$ cat config.mk
export PLATFORM = sky130hd
export DESIGN_NAME = fetch_port_flat
export DESIGN_NICKNAME = d
export VERILOG_FILES = /design/src/rtl/fetch_port_if.sv /design/src/rtl/fetch_port.sv /design/src/flat_wrapper.sv
export SDC_FILE = /design/constraint.sdc
export NUM_CORES = 1
export LEC_CHECK = 0
export CAP_MARGIN = 20
export CORE_MARGIN = 4
export CORE_UTILIZATION = 47
export DETAILED_ROUTE_END_ITERATION = 16
export GPL_TIMING_DRIVEN = 0
export PLACE_DENSITY = 0.76
export SYNTH_ARGS = -nofsm -noshare
export SYNTH_HDL_FRONTEND = slang
export SYNTH_SLANG_ARGS = --single-unit
$ cat constraint.sdc
create_clock -name clk -period 6.35 [get_ports clk]
set_clock_uncertainty 0.05 [all_clocks]
set_input_delay 0.9525 -clock clk [delete_from_list [all_inputs] [get_ports clk]]
set_output_delay 0.9525 -clock clk [all_outputs]
set_load 0.05 [all_outputs]
$ cat src/rtl/fetch_port_if.sv
// fetch_port_if: single-outstanding instruction read bus between fetch_port and memory.
// Signals: mem_req/mem_addr (request, held until ack), mem_ack/mem_rdata (completion + data).
// Modports: master = fetch_port side, slave = memory side.
interface fetch_port_if;
  logic        mem_req;
  logic [15:0] mem_addr;
  logic        mem_ack;
  logic [15:0] mem_rdata;

  modport master (output mem_req, output mem_addr, input mem_ack, input mem_rdata);
  modport slave  (input mem_req, input mem_addr, output mem_ack, output mem_rdata);
endinterface

$ cat src/rtl/fetch_port.sv
// fetch_port: 2-entry fully associative word buffer feeding fetch_opc/prefetch_opc to the fetch unit.
// Latency: hits are combinational; each miss costs 1 lookup cycle + bus latency + 1 (ack-cycle hit with bypass).
// Backpressure: hold stalls the fetch unit until both words hit; the bus carries one request, held until mem_ack.
// Ports: clk, a_rst (sync, active high); pc_in/pf_in lookup addresses (bit 0 ignored); flush drops both entries;
//        fetch_opc/prefetch_opc/hold to the fetch unit; bus (fetch_port_if.master) to memory.
// Option: define FETCH_PORT_BYPASS_EN to forward mem_rdata in the ack cycle and chain the second fill directly.
module fetch_port (
  input  logic         clk,
  input  logic         a_rst,
  input  logic [15:0]  pc_in,
  input  logic [15:0]  pf_in,
  input  logic         flush,
  output logic [15:0]  fetch_opc,
  output logic [15:0]  prefetch_opc,
  output logic         hold,
  fetch_port_if.master bus
);

  typedef enum logic [1:0] {IDLE, RD_PC, RD_PF} state_t;

  state_t           state, state_nxt;
  logic [1:0]       valid, valid_nxt;
  logic [1:0][14:0] tag, tag_nxt;
  logic [1:0][15:0] data, data_nxt;
  logic             req_q, req_nxt;
  logic [15:0]      addr_q, addr_nxt;
  logic [14:0]      req_tag, req_tag_nxt;
  logic             victim, victim_nxt;
  logic             flush_pend, flush_pend_nxt;

  logic [14:0] pc_tag, pf_tag;
  logic [1:0]  m_pc, m_pf;
  logic        hit_pc, hit_pf;
  logic        fill_live;
  logic        bp_pc, bp_pf;

  assign pc_tag = pc_in[15:1];
  assign pf_tag = pf_in[15:1];

  assign m_pc[0] = valid[0] && (tag[0] == pc_tag);
  assign m_pc[1] = valid[1] && (tag[1] == pc_tag);
  assign m_pf[0] = valid[0] && (tag[0] == pf_tag);
  assign m_pf[1] = valid[1] && (tag[1] == pf_tag);
  assign hit_pc  = |m_pc;
  assign hit_pf  = |m_pf;

  // A completing fill whose data will actually be written (not killed by a flush).
  assign fill_live = (state != IDLE) && bus.mem_ack && !flush_pend && !flush;

`ifdef FETCH_PORT_BYPASS_EN
  assign bp_pc = fill_live && (req_tag == pc_tag);
  assign bp_pf = fill_live && (req_tag == pf_tag);
`else
  assign bp_pc = 1'b0;
  assign bp_pf = 1'b0;
`endif

  // Entry 0 wins on a double match.
  always_comb begin
    fetch_opc = 16'h0000;
    if (hit_pc)     fetch_opc = m_pc[0] ? data[0] : data[1];
    else if (bp_pc) fetch_opc = bus.mem_rdata;
  end

  always_comb begin
    prefetch_opc = 16'h0000;
    if (hit_pf)     prefetch_opc = m_pf[0] ? data[0] : data[1];
    else if (bp_pf) prefetch_opc = bus.mem_rdata;
  end

  assign hold = ~((hit_pc | bp_pc) & (hit_pf | bp_pf));

  assign bus.mem_req  = req_q;
  assign bus.mem_addr = addr_q;

  // Pick the entry that does not hold the other word we still need; dflt when neither does.
  function automatic logic pick_victim(input logic [1:0] keep, input logic dflt);
    if (keep[0])      return 1'b1;
    else if (keep[1]) return 1'b0;
    else              return dflt;
  endfunction

`ifdef FETCH_PORT_BYPASS_EN
  // Hit status as it will be after the current fill is written into the victim slot.
  logic pc_after, pf_after;
  assign pc_after = bp_pc || m_pc[~victim];
  assign pf_after = bp_pf || m_pf[~victim];
`endif

  always_comb begin
    state_nxt      = state;
    valid_nxt      = valid;
    tag_nxt        = tag;
    data_nxt       = data;
    req_nxt        = req_q;
    addr_nxt       = addr_q;
    req_tag_nxt    = req_tag;
    victim_nxt     = victim;
    flush_pend_nxt = flush_pend;

    if (flush) valid_nxt = 2'b00;

    case (state)
      IDLE: begin
        if (!hit_pc) begin
          state_nxt   = RD_PC;
          req_nxt     = 1'b1;
          addr_nxt    = {pc_tag, 1'b0};
          req_tag_nxt = pc_tag;
          victim_nxt  = pick_victim(m_pf, 1'b0);
        end else if (!hit_pf) begin
          state_nxt   = RD_PF;
          req_nxt     = 1'b1;
          addr_nxt    = {pf_tag, 1'b0};
          req_tag_nxt = pf_tag;
          victim_nxt  = pick_victim(m_pc, 1'b1);
        end
      end
      RD_PC, RD_PF: begin
        // A flush mid-transfer lets the bus cycle finish but poisons its write.
        if (flush) flush_pend_nxt = 1'b1;
        if (bus.mem_ack) begin
          state_nxt      = IDLE;
          req_nxt        = 1'b0;
          flush_pend_nxt = 1'b0;
          if (fill_live) begin
            valid_nxt[victim] = 1'b1;
            tag_nxt[victim]   = req_tag;
            data_nxt[victim]  = bus.mem_rdata;
`ifdef FETCH_PORT_BYPASS_EN
            // Skip the lookup cycle: go straight to the prefetch fill when it is the only miss left.
            if (pc_after && !pf_after) begin
              state_nxt   = RD_PF;
              req_nxt     = 1'b1;
              addr_nxt    = {pf_tag, 1'b0};
              req_tag_nxt = pf_tag;
              victim_nxt  = bp_pc ? ~victim : victim;
            end
`endif
          end
        end
      end
      default: state_nxt = IDLE;
    endcase
  end

  always_ff @(posedge clk) begin
    if (a_rst) begin
      state      <= IDLE;
      valid      <= 2'b00;
      tag        <= '0;
      data       <= '0;
      req_q      <= 1'b0;
      addr_q     <= 16'h0000;
      req_tag    <= 15'h0000;
      victim     <= 1'b0;
      flush_pend <= 1'b0;
    end else begin
      state      <= state_nxt;
      valid      <= valid_nxt;
      tag        <= tag_nxt;
      data       <= data_nxt;
      req_q      <= req_nxt;
      addr_q     <= addr_nxt;
      req_tag    <= req_tag_nxt;
      victim     <= victim_nxt;
      flush_pend <= flush_pend_nxt;
    end
  end

endmodule

$ cat src/flat_wrapper.sv
// flat-port wrapper written by rule: the top's interface ports become plain ports
module fetch_port_flat 
  (clk, a_rst, pc_in, pf_in, flush, fetch_opc, prefetch_opc, hold, bus_mem_req, bus_mem_addr, bus_mem_ack, bus_mem_rdata);
  fetch_port_if bus_i ();
  input  logic clk;
  input  logic a_rst;
  input  logic [15:0] pc_in;
  input  logic [15:0] pf_in;
  input  logic flush;
  output logic [15:0] fetch_opc;
  output logic [15:0] prefetch_opc;
  output logic hold;
  output wire logic [$bits(bus_i.mem_req)-1:0] bus_mem_req;
  output wire logic [$bits(bus_i.mem_addr)-1:0] bus_mem_addr;
  input wire logic [$bits(bus_i.mem_ack)-1:0] bus_mem_ack;
  input wire logic [$bits(bus_i.mem_rdata)-1:0] bus_mem_rdata;
  assign bus_mem_req = bus_i.mem_req;
  assign bus_mem_addr = bus_i.mem_addr;
  assign bus_i.mem_ack = bus_mem_ack;
  assign bus_i.mem_rdata = bus_mem_rdata;
  fetch_port u_core (.clk(clk), .a_rst(a_rst), .pc_in(pc_in), .pf_in(pf_in), .flush(flush), .fetch_opc(fetch_opc), .prefetch_opc(prefetch_opc), .hold(hold), .bus(bus_i));
endmodule
=== Word level (Yosys, flattened, before mapping) ===
Index checks and enable logic that the tools add are counted.

* Register bits after elaboration: 100
* Word-level logic and storage cells: 82

* Multiplexer cells: 35
* Reduce and logical (&&, ||, !) cells: 22
* Order comparisons: 2
* Bitwise gates (word level): 3
* Equality and inequality tests: 9

{| class="wikitable"
|+ Operators by type and width
! kind !! number
|-
| 16-bit two-way mux || 7
|-
| 15-bit equality test || 4
|-
| 15-bit two-way mux || 3
|-
| 32-bit bitwise mux || 1
|-
| 30-bit bitwise mux || 1
|-
| 16-bit demux with 1-bit select || 1
|-
| 15-bit demux with 1-bit select || 1
|-
| 2-bit two-way mux || 7
|-
| 1-bit two-way mux || 11
|-
| 1-bit logical AND || 8
|-
| 2-bit AND reduction || 3
|-
| 3-bit AND reduction || 2
|-
| 2-bit nonzero test || 3
|-
| 2-bit OR reduction || 3
|-
| 2-bit != test, second input constant || 2
|-
| 2-bit case mux with 2 select lines || 1
|-
| 3-bit != test, second input constant || 1
|-
| 2-bit by 1-bit equality test with 1-bit output, second input constant || 1
|-
| 2-bit equality test, second input constant || 1
|-
| 1-bit zero test || 2
|-
| 2-bit zero test || 1
|-
| 1-bit by 2-bit < comparator with 1-bit output, second input constant || 1
|-
| 2-bit OR || 1
|-
| 1-bit case mux with 2 select lines || 1
|-
| 4 further kinds || 4
|}

=== Longest topological paths before layout ===
* Word-level depth: 8
* Gate-level depth with buffers: 9

=== Worst setup path after synthesis ===
No wires, ideal clock.

* Path kind: input to output
* Start: input pc_in[3]
* End: output fetch_opc[10]
* Setup slack: 2.568 ns
* Arrival: 2.780 ns
* Stages on the path: 7
* Cells stage by stage: xnor2_1 > nand4_1 > nor4_1 > clkbuf_1 > clkbuf_1 > nand2_1 > nand2_1

* Word-level cells in the longest chain between the ends: 4

{| class="wikitable"
|+ RTL lines
! what !! RTL line !! RTL
|-
| from (decl) || flat_wrapper.sv:7 || <nowiki>input logic [15:0] pc_in;</nowiki>
|-
| 15-bit equality test, on equally long branches || fetch_port.sv:40, fetch_port.sv:41 ||
|-
| 1-bit logical AND, on equally long branches || fetch_port.sv:40, fetch_port.sv:41 ||
|-
| 16-bit two-way mux / 2-bit OR reduction (equally long branches) || fetch_port.sv:61, fetch_port.sv:44 ||
|-
| 16-bit two-way mux (*) || fetch_port.sv:61 || <nowiki>if (hit_pc) fetch_opc = m_pc[0] ? data[0] : data[1];</nowiki>
|-
| to (decl) || flat_wrapper.sv:10 || <nowiki>output logic [15:0] fetch_opc;</nowiki>
|}

Every way passes the cells marked *; elsewhere a longest branch is shown, timed or not.

=== Final worst setup path ===
* Start: input pc_in[12]
* End: output fetch_opc[9]

The elaborated chain is that of the path after synthesis.

==> results.toml <==
[clocking]
cts_hold_buf = 0
cts_tree = "built"
cts.sinks = 84
cts_made_buffers = 9
cts-root-buf = "clkbuf_8"
clk_pin_slew_worst_paths_ns = 0.08
post-cts-setup-buffers = 0
clkLatencyLatePin_ns = 0.37
htreeDepth = 3
cts_resized = 0
ctsLongestPathBuffers = 2

[timing]
fin_setup_tns_ns = 0
period_needed_ns = 5.698
slew_headroom_pct = 30.35
rsz0062_at_grt = "false"
worst_slack_ns = 0.6520
setup_viol = 0
drv_slew = 0
period_share_pct = 89.73
worst_pin_slew_ns = 1.035
final_hold_viol_count = 0
fmax_ghz = 0.1755

[status]
status = "completed"

[synthesis]
synth-warning-count = 0
ys_top_cells_by_count = "159 x nand2_1, 85 x a21oi_1, 84 x dfxtp_1"
netlist_top_cells_area = "dfxtp_1 39%, nand2_1 14%, xnor2_1 12%"
synth.most_common_cell = "nand2_1"
synth_top_area_share_pct = 39.29
synth_edf_count = 0
ys_async_sr_fraction_pct = 0
yosysUniqueCellTypes = 29
syn_inst = 558
syn-num-nets = 612
ys_seq_area_share_pct = 39.29
syn_area_sq_um = 4280
synthFlopType = "dfxtp_1"
avgSynthCellArea_sq_um = 7.671
synth-seq-cells = 84
yosysTopAreaCell = "dfxtp_1"

[grt]
grt_pass1_vias = 4330
antenna_found_initial = 0
grt_max_degree = 14
grt_use_total_pct = 28.13
grt_pass1_wl_um = 22700
grt.overflow.total = 0

[critical_path]
cp.depth = 9
reg2regPathDepth = 7
endpoint = "fetch_opc[9]"
cp.arrival_ns = 4.70
critical_path_class = "primary input to output port"
crit_start = "pc_in[12]"
path_buf_inv = 4
required_ns = 5.35
critPathMaxFanout = 10
cp-end-kind = "output port"
critPathTopFamily = "buffers and inverters"
crit_path_cell_trace = "clkdlybuf4s50_1 > xnor2_1 > nand4_1 > nor4_1 > clkbuf_1 > clkbuf_1 > nand3_1 > nand2_1 > clkdlybuf4s50_1"
worst_setup_path_start_kind = "primary input"
cp_slowest_stage_delay_ns = 0.80
worst-r2r-setup-slack_ns = 3.43
r2r-start = "u_core.tag[3]"
cpMaxStageDelayCell = "clkdlybuf4s50_1"
r2r_end = "u_core.bus.mem_addr[6]"

[floorplan]
die_y_um = 103.4
dieArea_sq_um = 10700
initial_utilization_pct = 48.61
ios = 102
fp-row-count = 34
core_sq_um = 8806
die_w_um = 103.4

[final_layout]
drive_gt1_share_pct = 3.582
fin_nets = 721
final_cells = 778
area_growth_pct = 31.31
diodes = 0

[pwr]
p_leak_nw = 1.843
peakVddDrop_mv = 0.1548
p_per_area_nw_per_um2 = 228.9

[route]
antenna_left = 0
vias_per_cell = 5.799
wl_per_cell_um = 19.08
postRouteWirelength_um = 14840
drtIter0Drc = 328
drtPass1Iterations = 6
drc_errors = 0
vias = 4512

[min_path]
hp-class = "flip-flop to flip-flop"
worstHoldStart = "u_core.data[18]"

[place]
place.gp.congestion = 0.9741
place_inst = 763
dpl.hpwl_um = 10990
io_buffers = 97
dp_slack_ns = 0.6935

[flow_run]
maxCapViolations = 0
metrics by stage:
stage | power [mW] | utilization, % | hold slack, ns | cell area, sq um
global route | 1.328 | 63.82 | 0.4497 | 5620
finish | 1.287 | 63.82 | 0.4249 | 5620
global placement | 0.8379 | 61.17 | 0.4062 | 5386
detailed placement | 0.8417 | 61.17 | 0.4143 | 5386
CTS | 1.281 | 63.74 | 0.4256 | 5613
floorplan | 0.7316 | - | 0.3993 | 4280
layer usage:
metal	routed length, um	global-route usage, %	part of all wire, %
met1	6175	37.13	42
met2	7044	45.39	47
met3	1272	5.231	8.6
met4	351	11.25	2.4
met5	0	0	0
final cells by class:
type / instances / area [sq um]
plain buffers: 42 / 175.2
clock buffers: 9 / 123.9
clock inverters: 5 / 102.6
fillers: 790 / 3186
inverters: 4 / 15.01
multi-input cells: 428 / 2409
flip-flops and latches: 84 / 1682
well taps: 108 / 135.1
repair buffers: 98 / 978.4
flip-flops by register name, summed over array words and instances (netlist names):
signal	cells
u_core.data	32
u_core.state	2
u_core.tag	30
u_core.bus.mem_addr	15
u_core.bus.mem_req	1
u_core.victim	1
u_core.flush_pend	1
u_core.valid	2
worst min-delay path by stage:
stage                            to  slack (ns)  cells past startpoint
floorplan           u_core.data[16]        0.40                      2
global placement     u_core.data[3]        0.41                      2
detailed placement  u_core.data[18]        0.41                      2
CTS                 u_core.data[18]        0.43                      2
global route         u_core.tag[29]        0.45                      2
finish              u_core.data[18]        0.42                      2
placed cells by master (no fill, tap or decap), drive strengths merged, types with 4 or more instances in the layout:
cell	n
a211oi	17
a21oi	85
a22o	17
buf	11
clkbuf	41
clkdlybuf4s50	97
dfxtp	84
inv	4
nand2	159
nand2b	5
nand3	17
nand4	16
nor4	4
o31ai	15
or3	16
or4	4
xnor2	60
worst register-to-register path: stages, from the launching register on:
cell and delay [ns]:
dfxtp_1 0.36, xnor2_1 0.31, nand4_1 0.15, nor4_1 0.80, nor2_1 0.34, buf_2 0.33, o31ai_1 0.30, a211oi_1 0.12
kinds of logic (layout without fill, tap and decap cells):
| logic type | Yosys count | in the layout | synth area share, % |
|---|---|---|---|
| other | 1 | 1 | 0.08761 |
| and+or+nand+nor | 225 | 225 | 23.24 |
| DFF | 84 | 84 | 39.29 |
| adders and majority gates | 2 | 2 | 0.5845 |
| xor gates and xnor gates | 60 | 60 | 12.28 |
| buffers and inverters | 46 | 158 | 4.443 |
| AOI/OAI and AO/OA | 140 | 140 | 20.08 |
where the power goes:
part | switching (mW) | internal, mW
Combinational | 0.158 | 0.0996
Sequential | 0.0250 | 0.551
Clock | 0.196 | 0.256
Total | 0.379 | 0.907
Note: power is estimated with default switching activity, not from simulation.
